**src/rtl/pipelined_cla_adder.sv**
```systemverilog
// Pipelined carry-lookahead adder/subtractor with valid/ready handshake on both sides.
// Optional saturation is built only when CLA_SAT_EN is defined.
module pipelined_cla_adder #(
   parameter int WIDTH  = 16,
   parameter int BLOCK  = 4,
   parameter int STAGES = 2
) (
   input  logic             clk,
   input  logic             rst_n,
   input  logic             in_valid,
   output logic             in_ready,
   input  logic [WIDTH-1:0] a,
   input  logic [WIDTH-1:0] b,
   input  logic             cin,
   input  logic             sub,
   input  logic             sat,
   output logic             out_valid,
   input  logic             out_ready,
   output logic [WIDTH-1:0] sum,
   output logic             cout,
   output logic             ovfl,
   output logic             zero,
   output logic             neg
);

   localparam int NG   = WIDTH / BLOCK;
   localparam int GPS  = NG / STAGES;
   localparam int SEGW = GPS * BLOCK;

   // Resolves one segment: returns {carry out, sum bits} using two-level lookahead.
   function automatic logic [SEGW:0] seg_add(input logic [SEGW-1:0] p,
                                             input logic [SEGW-1:0] g,
                                             input logic            ci);
      logic [GPS-1:0]  gg;
      logic [GPS-1:0]  gp;
      logic [GPS:0]    gc;
      logic [SEGW-1:0] c;
      logic            t;
      gg = '0;
      gp = '0;
      gc = '0;
      c  = '0;
      for (int k = 0; k < GPS; k++) begin
         gp[k] = &p[k*BLOCK +: BLOCK];
         for (int i = 0; i < BLOCK; i++) begin
            t = g[k*BLOCK+i];
            for (int j = i + 1; j < BLOCK; j++) t = t & p[k*BLOCK+j];
            gg[k] = gg[k] | t;
         end
      end
      for (int k = 0; k <= GPS; k++) begin
         t = ci;
         for (int m = 0; m < k; m++) t = t & gp[m];
         gc[k] = t;
         for (int m = 0; m < k; m++) begin
            t = gg[m];
            for (int n = m + 1; n < k; n++) t = t & gp[n];
            gc[k] = gc[k] | t;
         end
      end
      for (int k = 0; k < GPS; k++) begin
         for (int i = 0; i < BLOCK; i++) begin
            t = gc[k];
            for (int n = 0; n < i; n++) t = t & p[k*BLOCK+n];
            c[k*BLOCK+i] = t;
            for (int j = 0; j < i; j++) begin
               t = g[k*BLOCK+j];
               for (int n = j + 1; n < i; n++) t = t & p[k*BLOCK+n];
               c[k*BLOCK+i] = c[k*BLOCK+i] | t;
            end
         end
      end
      return {gc[GPS], p ^ c};
   endfunction

   // Boundary k feeds stage k; word holds sum bits once resolved, p bits until then.
   logic [WIDTH-1:0] word_pipe [STAGES+1];
   logic [WIDTH-1:0] g_pipe    [STAGES];
   logic             c_pipe    [STAGES+1];
   logic             vpipe     [STAGES+1];
   logic             load      [STAGES+1];
   logic [WIDTH-1:0] b_eff;

   assign b_eff        = sub ? ~b : b;
   assign word_pipe[0] = a ^ b_eff;
   assign g_pipe[0]    = a & b_eff;
   assign c_pipe[0]    = cin;
   assign vpipe[0]     = in_valid;

`ifdef CLA_SAT_EN
   logic sat_pipe [STAGES];
   assign sat_pipe[0] = sat;
`else
   logic sat_unused;
   assign sat_unused = sat;
`endif

   // A stage may load when it is empty or everything downstream of it is moving.
   always_comb begin
      load[STAGES] = out_ready;
      for (int k = STAGES - 1; k >= 0; k--) begin
         load[k] = ~vpipe[k+1] | load[k+1];
      end
   end

   assign in_ready  = load[0];
   assign out_valid = vpipe[STAGES];
   assign sum       = word_pipe[STAGES];
   assign cout      = c_pipe[STAGES];

   for (genvar gi = 0; gi < STAGES; gi++) begin : g_stage
      localparam int LO = gi * SEGW;
      logic [SEGW:0]    res;
      logic [WIDTH-1:0] word_raw;
      logic [WIDTH-1:0] word_d;
      logic [WIDTH-1:0] word_q;
      logic             vld_q;
      logic             c_q;
      logic             take;

      assign res  = seg_add(word_pipe[gi][LO +: SEGW], g_pipe[gi][LO +: SEGW], c_pipe[gi]);
      assign take = load[gi] & vpipe[gi];

      always_comb begin
         word_raw               = word_pipe[gi];
         word_raw[LO +: SEGW]   = res[SEGW-1:0];
      end

      always_ff @(posedge clk or negedge rst_n) begin
         if (!rst_n) begin
            vld_q  <= 1'b0;
            word_q <= '0;
            c_q    <= 1'b0;
         end else begin
            if (load[gi]) vld_q <= vpipe[gi];
            if (take) begin
               word_q <= word_d;
               c_q    <= res[SEGW];
            end
         end
      end

      assign vpipe[gi+1]     = vld_q;
      assign word_pipe[gi+1] = word_q;
      assign c_pipe[gi+1]    = c_q;

      if (gi < STAGES - 1) begin : g_mid
         logic [WIDTH-1:0] g_q;
         assign word_d = word_raw;
         always_ff @(posedge clk or negedge rst_n) begin
            if (!rst_n) g_q <= '0;
            else if (take) g_q <= g_pipe[gi];
         end
         assign g_pipe[gi+1] = g_q;
`ifdef CLA_SAT_EN
         logic sat_q;
         always_ff @(posedge clk or negedge rst_n) begin
            if (!rst_n) sat_q <= 1'b0;
            else if (take) sat_q <= sat_pipe[gi];
         end
         assign sat_pipe[gi+1] = sat_q;
`endif
      end else begin : g_last
         logic ovfl_d, zero_d, neg_d;
         logic ovfl_q, zero_q, neg_q;
         // Carry into MSB is p_msb ^ sum_msb; overflow compares it with carry out.
         assign ovfl_d = word_pipe[gi][WIDTH-1] ^ res[SEGW-1] ^ res[SEGW];
`ifdef CLA_SAT_EN
         assign word_d = (sat_pipe[gi] & ovfl_d) ?
                         {~word_raw[WIDTH-1], {(WIDTH-1){word_raw[WIDTH-1]}}} : word_raw;
`else
         assign word_d = word_raw;
`endif
         assign zero_d = (word_d == '0);
         assign neg_d  = word_d[WIDTH-1];
         always_ff @(posedge clk or negedge rst_n) begin
            if (!rst_n) begin
               ovfl_q <= 1'b0;
               zero_q <= 1'b0;
               neg_q  <= 1'b0;
            end else if (take) begin
               ovfl_q <= ovfl_d;
               zero_q <= zero_d;
               neg_q  <= neg_d;
            end
         end
         assign ovfl = ovfl_q;
         assign zero = zero_q;
         assign neg  = neg_q;
      end
   end

endmodule

```
**config.mk**
```make
export PLATFORM = sky130hd
export DESIGN_NAME = pipelined_cla_adder
export DESIGN_NICKNAME = d
export VERILOG_FILES = /design/src/rtl/pipelined_cla_adder.sv
export SDC_FILE = /design/constraint.sdc
export NUM_CORES = 1
export LEC_CHECK = 0
export BUFFER_PORTS_ARGS = -buffer_cell sky130_fd_sc_hd__clkbuf_2
export CAP_MARGIN = 15
export CORE_UTILIZATION = 45
export CTS_CLUSTER_SIZE = 16
export DETAILED_ROUTE_END_ITERATION = 6
export PLACE_DENSITY = 0.69
export SLEW_MARGIN = 20
export SYNTH_ARGS = -nofsm -noshare
export SYNTH_HDL_FRONTEND = slang
export SYNTH_SLANG_ARGS = --single-unit
```
**constraint.sdc**
```tcl
create_clock -name clk -period 2.35 [get_ports clk]
set_input_delay 0.1175 -clock clk [delete_from_list [all_inputs] [get_ports clk]]
set_output_delay 0.1175 -clock clk [all_outputs]
set_load 0.05 [all_outputs]
```
==> summary.md <==
| Metric | Value |
|---|---|
| Critical path, cell by cell | `a211oi_2, o21bai_1, a21o_1, ha_1, or4_4, nor4_2, nand3_1, o31ai_2` |
| Flop2flop setup slack | `0.09 ns` |
| Drt initial violations | `98` |
| Leakage | `1.511 nW` |
| Die footprint | `5943 sq um` |
| H-Tree Depth | `2` |
| Post-DR wirelength/cell | `12.85 um` |
| CP required | `2.56 ns` |
| Startpoint Class | `flip-flop` |
| GPL Wtd Cong | `about 0.8` |
| Placeable Area | `5270 sq um` |
| Critical path class | `reg2reg` |
| Critical path data arrival time | `2.47 ns` |
| Syn_area_per_cell | `~11 sq um` |
| Final Skew | `0.004764 ns` |
| Synthesis Warnings | `0` |
| Met3 GRT Util | `2.857%` |
| Share of cells above drive strength 1 | `37.76%` |
| Bufs and invs on worst path | `0` |
| Post-synth EDFFs | `0` |
| Critical Path Max Stage Delay | `0.42 ns` |
| P per Cell Area | `991.6 nW/um^2` |
| Area grow syn2layout | `19.82%` |
| Final Hold Viols | `0` |
| TritonCTS Sinks | `46` |
| Critical Path Slowest Stage Cell | `or4_4` |
| Worst-path clk slew | `about 0.080 ns` |
| Synth Cell Area | `2537 sq um` |
| Largest net degree at the start of global routing | `47` |
| Die H | `a little under 80 um` |
| Peak VDD IR | `0.0004813 V` |
| Initial antenna violation count | `0` |
| Worst Max-Slew Pin Slew | `0.5585 ns` |
| Worst-Skew Late Latency | `0.29 ns` |
| WHS | `0.02263 ns` |
| Detailed-route via count | `1792` |
| Crit. End Element | `flip-flop` |
| CTS Root Cell | `clkbuf_8` |
| # setup viols final | `0` |
| CP delay by family, top | `simple AND/OR/NAND/NOR gates` |
| Seq/Total Area, Yosys | `45.36%` |
| Starting Density | `48.15%` |
| Ports | `61` |
| Top_reg_cell synth | `dfrtp_1` |
| Synth Register Bits | `46` |
| Area contributors post-synth | `dfrtp_1, mux2_2, ha_1` |
| CTS buffer count | `5` |
| GRT overflow | `0` |
| Die X | `77.09 um` |
| Hpwl dp | `roughly 3500 um` |
| Syn Nets | `282` |
| Rows | `26` |
| First-pass GRT wire length | `7886 um` |
| CTS tree | `yes` |
| Fin nets | `346` |
| Post-Route WL | `~4600 um` |
| GRT busiest layer | `met2` |
| Largest area contributor in the netlist | `dfrtp_1` |
| Max cap viols | `0` |
| Slew Viols, Final | `0` |
| Fillers | `471` |
| Top-count cell post-synth | `dfrtp_1` |
| Met1 usage in global routing | `22.58%` |
| Synth Instances | `221` |
| Post-synth ARST share | `100.0%` |
| Fin crit share | `96.08%` |
| Antenna diode count | `0` |
| Vias per cell | `around 5.0` |
| Netlist cell types | `37` |
| GRT Total Usage | `approximately 17%` |
| # port buffers | `59` |
| First drt pass iteration count | `4` |
| Clock tree buffer depth | `2` |
| Hold Path Class | `in2reg` |
| Minimum clock period | `around 2.3 ns` |
| Post-synth top area share | `45.36%` |
| Post-synth top cells | `dfrtp_1, mux2_2, ha_1, xor2_1, nand2_1` |
| DRC | `0` |
| Status | `finished clean` |
| Slew headroom | `62.76%` |
| CP Max Fanout | `3` |
| FMAX | `442.9 MHz` |
| M2 GR Usage | `26.43%` |
| Total Power | `0.003015 W` |
| Number of global-route vias before repair | `between 1500 and 2000` |
| Post-route ant nets | `0` |
==> final timing paths <==
check / start / endpoint / depth (start not counted)
worst max-delay path: g_stage[0].c_q / zero / 8
worst min-delay path: in_valid / g_stage[0].vld_q / 2
worst max register to register: g_stage[0].c_q / zero / 8
worst min register to register: sum[14] / sum[14] / 2
max in group asynchronous: rst_n / g_stage[0].word_q[14] / 3
min in group asynchronous: rst_n / out_valid / 3
==> placed cells by master, fill, tap and decap left out <==
cell type	instances
o21ai_0	15
o21a_1	4
nand2_1	17
nor4_1	1
nand4_1	1
buf_4	5
mux2i_1	2
xor2_1	20
o31ai_1	2
clkbuf_8	8
ha_1	20
nor2_2	1
a211o_1	2
or4_4	1
nand3_1	1
o31a_1	1
nand2b_1	5
nand2_4	1
nor3_1	4
a211oi_1	1
a2111oi_0	1
dlygate4sd3_1	1
nor4_2	1
nor2_1	7
dfrtp_1	46
xnor2_1	4
or2_2	2
a211oi_2	1
o211a_1	1
inv_1	7
o21bai_1	1
fa_1	2
o31ai_2	1
a21o_1	2
mux2_2	28
clkbuf_2	59
nand3b_1	1
o22ai_1	1
a21oi_1	8
==> per-stage QoR <==
step / setup slack (ns) / TNS [ns] / cells / util [%] / cell area, sq um
finish: 0.09211 / 0 / 356 / 57.69 / 3040
global route: -0.02318 / -0.02318 / 356 / 57.69 / 3040
CTS: 0.04227 / 0 / 355 / 57.45 / 3028
detailed placement: -0.03839 / -0.03839 / 346 / 55.18 / 2908
global placement: 0.04511 / 0 / 346 / 55.18 / 2908
floorplan: 0.008000 / 0 / 221 / - / 2545
==> flip-flops by register name, indices dropped and copies added, names as in the netlist <==
signal             flops
g_stage.g_mid.g_q      8
g_stage.word_q        16
sum                   15
out_valid              1
zero                   1
ovfl                   1
neg                    1
cout                   1
g_stage.vld_q          1
g_stage.c_q            1
==> kinds of logic after synthesis <==
logic type | synth area share (%)
DFF | 45.36
xor gates and xnor gates | 8.284
adders and majority gates | 11.44
AOI/OAI and AO/OA | 10.31
muxes | 13.21
buffers and inverters | 2.712
and+or+nand+nor | 8.679
==> where the power goes <==
part | total [W] | internal [W] | switching, W
Sequential | 0.00118 | 0.00102 | 0.000166
Combinational | 0.00129 | 0.000433 | 0.000853
Clock | 0.000545 | 0.000297 | 0.000248
Total | 0.00301 | 0.00175 | 0.00127
==> per-layer routing <==
layer	part of all wire, %	wire (um)
met5	0	0
met3	4.7	215
met4	1.6	74
met1	46	2119
met2	47	2167
==> cell type report <==
class                           count  area, sq um  share of cell area [%]
Tap cell                           70        87.58                   2.881
Clock buffer                        8        110.1                   3.621
Inverter                            7        26.28                  0.8642
Timing Repair Buffer               65        342.8                   11.28
Sequential cell                    46         1151                   37.86
Multi-Input combinational cell    160         1323                   43.50
==> timing repair <==
| action | CTS | global route |
|---|---|---|
| hold buffers | 1 | 0 |
| buffers inserted | 0 | 1 |
| endpoints found under the hold margin | 46 | 0 |
| endpoints found under the setup margin | 0 | 2 |
| gates resized for setup | 0 | 1 |
Power figures use the tool's default switching activity.
